File: config.mk
export PLATFORM = sky130hd
export DESIGN_NAME = mips_fetch_top
export DESIGN_NICKNAME = d
export VERILOG_FILES = /design/src/rtl/mips_fetch_top.sv
export SDC_FILE = /design/constraint.sdc
export NUM_CORES = 1
export LEC_CHECK = 0
export BUFFER_PORTS_ARGS = -buffer_cell sky130_fd_sc_hd__buf_2
export CAP_MARGIN = 20
export CORE_ASPECT_RATIO = 1.4
export CORE_UTILIZATION = 40
export DETAILED_ROUTE_END_ITERATION = 10
export GPL_TIMING_DRIVEN = 0
export PLACE_DENSITY_LB_ADDON = 0.08
export SLEW_MARGIN = 10
export SYNTH_ARGS = -nofsm -noshare
export SYNTH_HDL_FRONTEND = slang
export SYNTH_SLANG_ARGS = --single-unit
File: constraint.sdc
create_clock -name IM_CLK -period 3.27 [get_ports IM_CLK]
set_input_delay 0.4905 -clock IM_CLK [delete_from_list [all_inputs] [get_ports IM_CLK]]
set_output_delay 0.4905 -clock IM_CLK [all_outputs]
set_load 0.05 [all_outputs]
File: src/rtl/mips_fetch_top.sv
// Instruction-fetch stage: holds the PC, reads a word from synchronous instruction memory,
// and runs two 4-phase handshakes: f2d to decode, then d2f back for the next-PC decision.
module mips_fetch_top #(
    parameter logic [31:0] RESET_PC    = 32'h0000_0000,
    parameter int          SYNC_STAGES = 2
) (
    input  logic        IM_CLK,
    input  logic        Z_R,
    output logic [31:0] IM_ADDR,
    input  logic [31:0] IM_DATA,
    output logic        f2d_R,
    output logic [63:0] f2d,
    input  logic        f2d_A,
    output logic        d2f_R,
    input  logic [32:0] d2f,
    input  logic        d2f_A
);

    typedef enum logic [2:0] {
        FETCH,
        CAPTURE,
        SEND,
        SEND_REL,
        FB,
        FB_REL
    } state_t;

    localparam logic [31:0] RESET_PC_ALIGNED = {RESET_PC[31:2], 2'b00};

    state_t                 state_q, state_d;
    logic [31:0]            pc_q, pc_d;
    logic [63:0]            f2d_q, f2d_d;
    logic                   f2dReq_q, f2dReq_d;
    logic                   d2fReq_q, d2fReq_d;
    logic [SYNC_STAGES-1:0] fASync_q;
    logic [SYNC_STAGES-1:0] dASync_q;
    logic                   fA_s;
    logic                   dA_s;
    logic [31:0]            pcPlus4;

    // The acks come from another timing domain, so only the last synchronizer flop is trusted.
    always_ff @(posedge IM_CLK or posedge Z_R) begin
        if (Z_R) begin
            fASync_q <= '0;
            dASync_q <= '0;
        end else begin
            fASync_q <= {fASync_q[SYNC_STAGES-2:0], f2d_A};
            dASync_q <= {dASync_q[SYNC_STAGES-2:0], d2f_A};
        end
    end

    assign fA_s    = fASync_q[SYNC_STAGES-1];
    assign dA_s    = dASync_q[SYNC_STAGES-1];
    assign pcPlus4 = pc_q + 32'd4;

    always_ff @(posedge IM_CLK or posedge Z_R) begin
        if (Z_R) begin
            state_q  <= FETCH;
            pc_q     <= RESET_PC_ALIGNED;
            f2d_q    <= '0;
            f2dReq_q <= 1'b0;
            d2fReq_q <= 1'b0;
        end else begin
            state_q  <= state_d;
            pc_q     <= pc_d;
            f2d_q    <= f2d_d;
            f2dReq_q <= f2dReq_d;
            d2fReq_q <= d2fReq_d;
        end
    end

    // Each request is only touched after its synchronized ack has reached the opposite level.
    always_comb begin
        state_d  = state_q;
        pc_d     = pc_q;
        f2d_d    = f2d_q;
        f2dReq_d = f2dReq_q;
        d2fReq_d = d2fReq_q;
        unique case (state_q)
            FETCH: begin
                state_d = CAPTURE;
            end
            CAPTURE: begin
                f2d_d    = {pcPlus4, IM_DATA};
                f2dReq_d = 1'b1;
                state_d  = SEND;
            end
            SEND: begin
                if (fA_s) begin
                    f2dReq_d = 1'b0;
                    state_d  = SEND_REL;
                end
            end
            SEND_REL: begin
                if (!fA_s) begin
                    d2fReq_d = 1'b1;
                    state_d  = FB;
                end
            end
            FB: begin
                if (dA_s) begin
                    pc_d     = d2f[32] ? {d2f[31:2], 2'b00} : {pcPlus4[31:2], 2'b00};
                    d2fReq_d = 1'b0;
                    state_d  = FB_REL;
                end
            end
            FB_REL: begin
                if (!dA_s) begin
                    state_d = FETCH;
                end
            end
            default: begin
                state_d = FETCH;
            end
        endcase
    end

    assign IM_ADDR = pc_q;
    assign f2d     = f2d_q;
    assign f2d_R   = f2dReq_q;
    assign d2f_R   = d2fReq_q;

endmodule

==> metrics.txt, run 1 <==
core area=12400 µm²; Util after Layout=0.521; FFs w/ async S/R, synth=1.00; Avg Cell Area, Syn=8.52 µm²; sequential power share=0.297; mapped cell area=5130 µm²; Netlist cell types=48; chip height=136 µm; Slew @ Worst Pin=0.739 ns; largest net degree at the start of global routing=70; Critical Path AT=2.71 ns; Hold WC Path Type=in2async; Synth area leaders=dfrtp_1, nand2_1, o21ai_0; Worst Skew=0.00745 ns; drt first pass iters=8; total CTS buffers=9; post-synth top area share=0.493; #FFs+latches synth=101; Post-Syn Instances=602; crit path time final=2.49 ns; yosys warns=0; Yosys top cell by area=dfrtp_1; CTS Buffer Depth=2; root buf cell=clkbuf_16; first-pass GRT wire length=25.6 mm; clk sinks=101; reg2reg setup slack=0.78 ns; Final Net Count=847; Clock Latency Late Sink=0.36 ns; Slew Viols, Final=0; detailed-route DRC error count=26; io pins=167; Die X=97.7 µm; Sw Ratio=0.528; setup ws final=0.781 ns; I/O Buffers=160; maximum vdd drop=556 µV; Post-synth top flop=dfrtp_1; Worst setup EP type=flop; num rows=48; final WL=16.2 mm; Peak Freq=402 MHz; register area share after synthesis=0.493; initial antenna violation count=0; failing checks=DRC; dpl hpwl=11.9 mm; H-tree levels=3; combinational power share=0.535; crit-path max cell delay=0.47 ns; EDFF count, synth=0; postcts setup bufs=0; Total GRT Usage=0.247; max cap viols=0; vias in the first global route=4945; GR Overflow Total=0; NetSw=3660 µW; DIE AREA=13300 µm²; DR WL/cell=17.4 µm; critical path required time=3.49 ns; Max FO, Critical Path=10; WHS=0.105 ns; status=complete, but fails checks; leakage=0.00295 µW; post-place setup slack=0.816 ns; Layout Area Growth over Synthesis=26.3%; RSZ-0062 raised after global routing=no; Power Density=1070 nW/µm²; Reg area=2530 µm²; Initial Utilization=0.412; layout cells sized above 1=0.242; Hold Violations, Final=0; slowest library cell on the worst path=clkbuf_1; fillcell total=1227; final critical-path share of the clock period=0.761; CTS tree=yes; routability cong.=0.907; setup_tns=0 ns; max_slew headroom=0.503; area of the multi-input gates=2350 µm²; post-CTS resize count=0; Ant. Diodes=0; DR iter-0 viols=307; Clock power frac=0.168; CP Cell Sequence=clkbuf_1 > nand4bb_1 > clkbuf_1 > clkbuf_1 > clkbuf_1 > o21ai_0; Internal=3270 µW; drt via density=5.55; cts-stage hold buffer count=0; routed vias=5176; Setup Crit Path Kind=reg2reg; antenna viol nets, final=0; CP most frequent cell=clkbuf_1; Critical Path Source Type=flop; final setup fails=0; clk slew on worst S/H paths=0.07 ns
## placed cells by master, fill, tap and decap left out, types with 6 or more instances in the layout
master	instances
o31ai_1	6
nand3b_1	6
nand4_1	13
o21ai_0	38
nor2_1	27
or4_1	8
a31oi_1	19
clkbuf_1	43
nor3_1	18
xnor2_1	7
inv_1	6
clkbuf_16	9
nand2_1	140
dfrtp_1	101
a21oi_1	25
o211ai_1	11
or3_1	23
nand3_1	29
and3_1	15
buf_2	167
## path summary, 6_finish.rpt
| path | start | end | cells past startpoint |
|---|---|---|---|
| hold / removal | Z_R | f2d[24] | 2 |
| hold reg to reg | fASync_q[0] | fASync_q[1] | 0 |
| min in group IM_CLK | f2d_A | fASync_q[0] | 1 |
| setup reg to reg | state_q[0] | IM_ADDR[4] | 6 |
| setup / recovery | state_q[0] | IM_ADDR[4] | 6 |
| max in group asynchronous | Z_R | f2d[6] | 3 |
## metrics by stage
stage          power [µW]  instance area [µm²]  std cells
2_1_floorplan        4820                 5140        605
3_3_place_gp         5730                 6130        915
3_5_place_dp         5800                 6160        916
4_1_cts              6970                 6470        932
5_1_grt              7330                 6470        932
6_report             6930                 6470        932
## synth_stat cells (all sizes together), types with 2 or more instances
master and instances:
o31a 2, a21oi 25, and4 4, nand3 29, dfrtp 101, o31ai 6
nand3b 6, a22oi 4, xor2 4, nor3 18, nor2 27, nand4 14
clkbuf 41, nor4 4, o2bb2ai 3, mux2i 2, o211ai 11, nand2b 2
and3 15, nand2 140, nor3b 2, or3 23, and2 2, o311ai 6
or4 8, a211o 4, a31oi 19, inv 7, xnor2 7, o21ai 39
buf 15
## per-layer routing
| metal | vias up | track usage | routed length [µm] |
|---|---|---|---|
| met5 | - | 0 | 0 |
| met4 | 0 | 0.108 | 458 |
| met3 | 37 | 0.0375 | 916 |
| met2 | 228 | 0.439 | 8200 |
| li1 | 2470 | - | - |
| met1 | 2441 | 0.296 | 6680 |
## state kept, by name, summed over array words and instances, names as in the netlist
name,count
d2f_R,1
f2d_R,1
IM_ADDR,30
f2d,62
dASync_q,2
state_q,3
fASync_q,2
## cell type report
cell class | count | area share
multi-input combinational | 440 | 0.362
inverter | 8 | 0.00541
sequential | 101 | 0.390
clock buffer | 11 | 0.0359
clock inverter | 5 | 0.0129
timing repair buffer | 161 | 0.128
tap | 150 | 0.0290
buffer | 56 | 0.0361
## worst max-delay path, delay by kind of cell, from the launching register on
kind	cells	cell delay, ns
flops	1	0.33
simple gates	1	0.29
compound gates	1	0.17
buf+inv	4	1.54
## power by group through the flow
stage	Combinational [µW]	Sequential [µW]	Clock (µW)
finish	3710	2050	1170
global route	3990	2120	1210
detailed placement	3720	2080	0
floorplan	1200	3620	0
global placement	3670	2060	0
CTS	3730	2060	1180
## kinds of logic (layout without fill, tap and decap cells)
group	Yosys count	count (layout)	share of synthesized area
compound gates	123	123	0.148
xor+xnor	11	11	0.0188
fa+ha+maj	1	1	0.00244
buf+inv	64	241	0.0515
flops	101	101	0.493
mux	2	2	0.00391
other cells	1	4	0.000732
simple gates	299	299	0.281
No activity file was read; power rests on OpenSTA's default activity.
==> inputs of run 2 (changes only) <==
==> constraint.sdc (replaced) <==
create_clock -name IM_CLK -period 2.06 [get_ports IM_CLK]
set_input_delay 0.309 -clock IM_CLK [delete_from_list [all_inputs] [get_ports IM_CLK]]
set_output_delay 0.309 -clock IM_CLK [all_outputs]
set_load 0.05 [all_outputs]
==> metrics.txt, run 2 (synthesis results as in run 1) <==
status=complete, but fails checks; failing checks=DRC; final setup fails=0 (unchanged); initial antenna violation count=0 (unchanged); commonest cells after routing, fill and taps aside=buf_2, nand2_1, dfrtp_1, o21ai_0; CTS tree=yes; Layout Area Growth over Synthesis=32.3%; vias in the first global route=4901 (-0.89%); Peak Freq=503 MHz (+25%); largest net degree at the start of global routing=36 (-49%); drt via density=5.48 (-1.3%); reg2reg setup slack=0.07 ns (-0.71 ns); chip height=136 µm (unchanged); Setup Crit Path Kind=reg2reg; FF-to-FF path depth=5 (-1); DIE AREA=13300 µm² (unchanged); Max FO, Critical Path=9 (-1); core area=12400 µm² (unchanged); routed vias=5182 (+0.12%); I/O Buffers=160 (unchanged); Critical Path Source Type=flop; GR Overflow Total=0 (unchanged); crit path time final=1.99 ns (-0.501 ns); Slew @ Worst Pin=0.635 ns (-0.103 ns); critical path required time=2.34 ns (-1.15 ns); DR WL/cell=17.4 µm (-0.41%); H-tree levels=3 (unchanged); routability cong.=0.894 (-1.5%); CTS Buffer Depth=2 (unchanged); DR iter-0 viols=299 (-2.6%); Hold Violations, Final=0 (unchanged); commonest non-fill, non-tap cell in the layout=buf_2; CP Cell Sequence=nand4_1 > or4_4 > buf_6 > or4_1 > a31oi_1; Hold WC Path Type=in2reg; max_slew headroom=0.576 (+0.0734); slowest library cell on the worst path=or4_4; worst hold path depth=1; root buf cell=clkbuf_16; num rows=48 (unchanged); Slew Viols, Final=0 (unchanged); detailed-route DRC error count=18 (-31%); Power Density=1660 nW/µm² (+55%); Clock Latency Late Sink=0.35 ns (about the same); setup ws final=0.0719 ns (-0.709 ns); fillcell total=1238 (+0.90%); final WL=16.4 mm (+0.98%); antenna viol nets, final=0 (unchanged); max reg flops=62 (unchanged); Critical Path AT=2.27 ns (-0.44 ns); leakage=0.00309 µW (+4.6%); first-pass GRT wire length=25.7 mm (+0.46%); Worst Skew=0.00667 ns (-0.000779 ns); drt first pass iters=8 (unchanged); dpl hpwl=11.9 mm (+0.28%); RSZ-0062 raised after global routing=yes; maximum vdd drop=1000 µV (+80%); Ant. Diodes=0 (unchanged); max cap viols=0 (unchanged); Final Net Count=860 (+1.5%); Die X=97.7 µm (unchanged); final critical-path share of the clock period=0.965 (+0.204); post-place setup slack=-0.405 ns (-1.22 ns); io pins=167 (unchanged); total CTS buffers=9 (unchanged); WHS=0.0601 ns (-0.0445 ns); CP Depth=5 (-1); clk sinks=101 (unchanged); Initial Utilization=0.412 (unchanged); clk slew on worst S/H paths=0.07 ns (about the same); CP Buf/Inv Count=1 (-3); Worst path top cell family by delay=simple AND/OR/NAND/NOR gates; Worst setup EP type=flop; crit-path max cell delay=0.54 ns (+0.07 ns); Total GRT Usage=0.248 (+0.00125); layout cells sized above 1=0.325 (+0.0828)
## run 2: changes by cell type in the layout (fill, tap and decap cells not counted), sizes merged
cell	previous run	this run
buf	176	196
clkinvlp	2	3
clkinv	1	2
clkbuf	52	43
bufinv	2	1
dlygate4sd3	0	1
## run 2: per-stage QoR
stage	power [µW]	instance area [µm²]	TNS (ns)	std cells	utilization
final	11300	6780	0	945	0.545
after global routing	11900	6780	-0.111	945	0.545
after CTS	11100	6630	0	933	0.533
after detailed placement	9340	6270	-10.24	918	0.505
after global placement	9210	6210	-30.78	915	0.499
after floorplan	7760	5220	-0.122	605	-
## run 2: cell type report
class | instances | area, µm² | area share
Clock buffer | 10 | 229 | 0.0338
Buffer | 48 | 258 | 0.0380
Timing Repair Buffer | 182 | 1010 | 0.149
Sequential cell | 101 | 2560 | 0.377
Inverter | 8 | 33.8 | 0.00498
Clock inverter | 6 | 71.3 | 0.0105
Tap cell | 150 | 188 | 0.0277
Multi-Input combinational cell | 440 | 2430 | 0.359
## run 2: layer usage
metal | track usage | up-vias | routed length [µm]
met4 | 0.107 | 0 | 450
met1 | 0.316 | 2443 | 6750
met5 | 0 | - | 0
li1 | - | 2496 | -
met2 | 0.413 | 208 | 8080
met3 | 0.0468 | 35 | 1130
## run 2: worst register-to-register path, cell delays in order, from the launching register on
cell and delay (ns):
dfrtp_2 0.44, nand4_1 0.22, or4_4 0.54, buf_6 0.15, or4_1 0.41, a31oi_1 0.17
## run 2: worst paths after layout
check,start,to
worst max-delay path,IM_ADDR[19],f2d[59]
worst min register to register,fASync_q[0],fASync_q[1]
worst min-delay path,f2d_A,fASync_q[0]
min in group asynchronous,Z_R,f2d[20]
worst max register to register,IM_ADDR[19],f2d[59]
max in group asynchronous,Z_R,IM_ADDR[9]
## run 2: what timing repair did
| action | 4_1_cts | 5_1_grt |
|---|---|---|
| pin swaps | 1 | 6 |
| buffers inserted | 3 | 15 |
| resized for setup | 11 | 26 |
| hold buffers | 1 | 0 |
| setup endpoints to repair | 91 | 49 |
| endpoints found under the hold margin | 20 | 0 |
## run 2: power by group
| group | switching (µW) | internal, µW |
|---|---|---|
| Combinational | 4520 | 1580 |
| Sequential | 627 | 2780 |
| Clock | 801 | 954 |
| Total | 5950 | 5310 |
==> inputs of run 3 (changes only) <==
--- a/config.mk
+++ b/config.mk
@@ -11,8 +11,8 @@
 export CORE_UTILIZATION = 40
 export DETAILED_ROUTE_END_ITERATION = 10
 export GPL_TIMING_DRIVEN = 0
-export PLACE_DENSITY_LB_ADDON = 0.08
-export SLEW_MARGIN = 10
+export PLACE_DENSITY_LB_ADDON = 0.05
+export SLEW_MARGIN = 20
 export SYNTH_ARGS = -nofsm -noshare
 export SYNTH_HDL_FRONTEND = slang
 export SYNTH_SLANG_ARGS = --single-unit
==> metrics.txt, run 3 (synthesis results as in run 1) <==
status=complete, but fails checks; failing checks=DRC, hold timing; initial antenna violation count=0 (unchanged); DR WL/cell=17.4 µm (+0.14%); Clock Latency Late Sink=0.35 ns (about the same); Initial Utilization=0.412 (unchanged); Reg area=2560 µm² (unchanged); Slew @ Worst Pin=0.662 ns (+0.0270 ns); Clock power frac=0.150 (-0.006); reg2reg start=IM_ADDR[14]; Hold WC Path Type=in2async; dpl hpwl=11.9 mm (about the same); max_slew headroom=0.558 (-0.0180); antenna viol nets, final=0 (unchanged); Die X=97.7 µm (unchanged); Hold Violations, Final=2 (+2); commonest non-fill, non-tap cell in the layout=buf_2; io pins=167 (unchanged); leakage=0.00305 µW (-1.2%); largest net degree at the start of global routing=30 (-17%); core area=12400 µm² (unchanged); clk sinks=101 (unchanged); routed vias=5213 (+0.60%); max cap viols=0 (unchanged); Worst Skew=0.00855 ns (+0.00187 ns); vias in the first global route=4955 (+1.1%); final critical-path share of the clock period=0.952 (-0.0130); total CTS buffers=9 (unchanged); max reg flops=62 (unchanged); DIE AREA=13300 µm² (unchanged); Layout Area Growth over Synthesis=30.5%; GR Overflow Total=0 (unchanged); root buf cell=clkbuf_16; sequential power share=0.305 (+0.003); chip height=136 µm (unchanged); crit path time final=1.96 ns (-0.0268 ns); Slew Viols, Final=0 (unchanged); fillcell total=1202 (-2.9%); reg2reg setup slack=0.1 ns (+0.03 ns); drt via density=5.55 (+1.2%); I/O Buffers=160 (unchanged); first-pass GRT wire length=25.5 mm (-0.83%); Internal=5170 µW (-2.6%); Worst setup EP type=flop; final non-filler cell total=939 (-0.63%); Total GRT Usage=0.247 (-0.00145); num rows=48 (unchanged); FF-to-FF path depth=6 (+1); commonest cells after routing, fill and taps aside=buf_2, nand2_1, dfrtp_1, o21ai_0; CTS tree=yes; WHS=-0.00187 ns (-0.0620 ns); GR Layer Usage met1=0.315 (-0.000924); final WL=16.3 mm (-0.49%); final setup fails=0 (unchanged); maximum vdd drop=930 µV (-7.0%); routability cong.=0.900 (+0.67%); Final Net Count=854 (-0.70%); Sw Ratio=0.533 (+0.00481); Max FO, Critical Path=10 (+1); DR iter-0 viols=341 (+14%); Critical Path AT=2.18 ns (-0.09 ns); CTS Buffer Depth=2 (unchanged); clk slew on worst S/H paths=0.07 ns (about the same); area of the multi-input gates=2420 µm² (-0.62%); combinational power share=0.545 (+0.003); placed cells=918 (unchanged); Peak Freq=510 MHz (+1.4%); Critical Path Source Type=flop; layout cells sized above 1=0.319 (-0.00514); detailed-route DRC error count=20 (+2); critical path required time=2.28 ns (-0.06 ns); H-tree levels=3 (unchanged); Ant. Diodes=0 (unchanged); met2 Use GR=0.418 (+0.00512); gr busiest metal=met2; Power Density=1660 nW/µm² (-0.26%); worst reg2reg endpoint=IM_ADDR[26]; drt first pass iters=8 (unchanged); Setup Crit Path Kind=reg2reg; M3 GR Usage=0.0458 (-0.00103); NetSw=5900 µW (-0.74%)
==> run 3: worst max-delay path by stage <==
stage / startpoint / endpoint / slack, ns / depth (start not counted)
5_1_grt: IM_ADDR[5] / f2d[47] / -0.02 / 5
6_report: IM_ADDR[14] / IM_ADDR[26] / 0.1 / 6
3_3_place_gp: Z_R / IM_ADDR[23] / -0.35 / 2
4_1_cts: IM_ADDR[7] / IM_ADDR[21] / -0.003 / 6
2_1_floorplan: IM_ADDR[14] / f2d[59] / -0.07 / 6
3_5_place_dp: state_q[0] / IM_ADDR[7] / -0.35 / 6
==> run 3: through the flow <==
| step | worst slack, ns | util | total power, µW | area (µm²) | setup TNS (ns) |
|---|---|---|---|---|---|
| finish | 0.0987 | 0.538 | 11100 | 6690 | 0 |
| global route | -0.0201 | 0.538 | 11800 | 6690 | -0.0333 |
| CTS | -0.00335 | 0.531 | 11000 | 6600 | -0.00335 |
| detailed placement | -0.349 | 0.504 | 9340 | 6270 | -9.36 |
| global placement | -0.348 | 0.499 | 9210 | 6210 | -27.50 |
| floorplan | -0.0734 | - | 7760 | 5220 | -0.122 |
==> run 3: final cells by class <==
| type | instances | share of cell area |
|---|---|---|
| Sequential cell | 101 | 0.382 |
| Tap cell | 150 | 0.0281 |
| Buffer | 48 | 0.0372 |
| Multi-Input combinational cell | 440 | 0.361 |
| Timing Repair Buffer | 176 | 0.143 |
| Inverter | 8 | 0.00505 |
| Clock buffer | 11 | 0.0363 |
| Clock inverter | 5 | 0.00636 |
==> run 3: what timing repair did <==
item / in CTS / in global routing
setup endpoints to repair: 86 / 42
gates resized for setup: 12 / 23
gates cloned: 0 / 0
hold buffers: 0 / 0
pin swaps: 2 / 7
setup buffers: 3 / 10
endpoints found under the hold margin: 0 / 0
==> run 3: worst max-delay path, stage by stage, from the launching register on <==
cell and delay [ns]:
dfrtp_2 0.36, buf_6 0.13, nand4_4 0.14, or4_4 0.59, buf_4 0.20, o311ai_1 0.29, nand3_1 0.11
==> run 3: power groups by stage <==
stage | registers (µW) | clock network, µW | logic [µW]
final | 3380 | 1660 | 6040
after floorplan | 5800 | 0 | 1960
after detailed placement | 3340 | 0 | 6000
after global placement | 3320 | 0 | 5890
after CTS | 3360 | 1690 | 5980
after global routing | 3500 | 1780 | 6480
==> run 3: metal layers <==
layer,vias up,share of wire
met2,205,0.50
met3,27,0.056
met4,0,0.022
met1,2489,0.42
met5,-,0
li1,2492,-
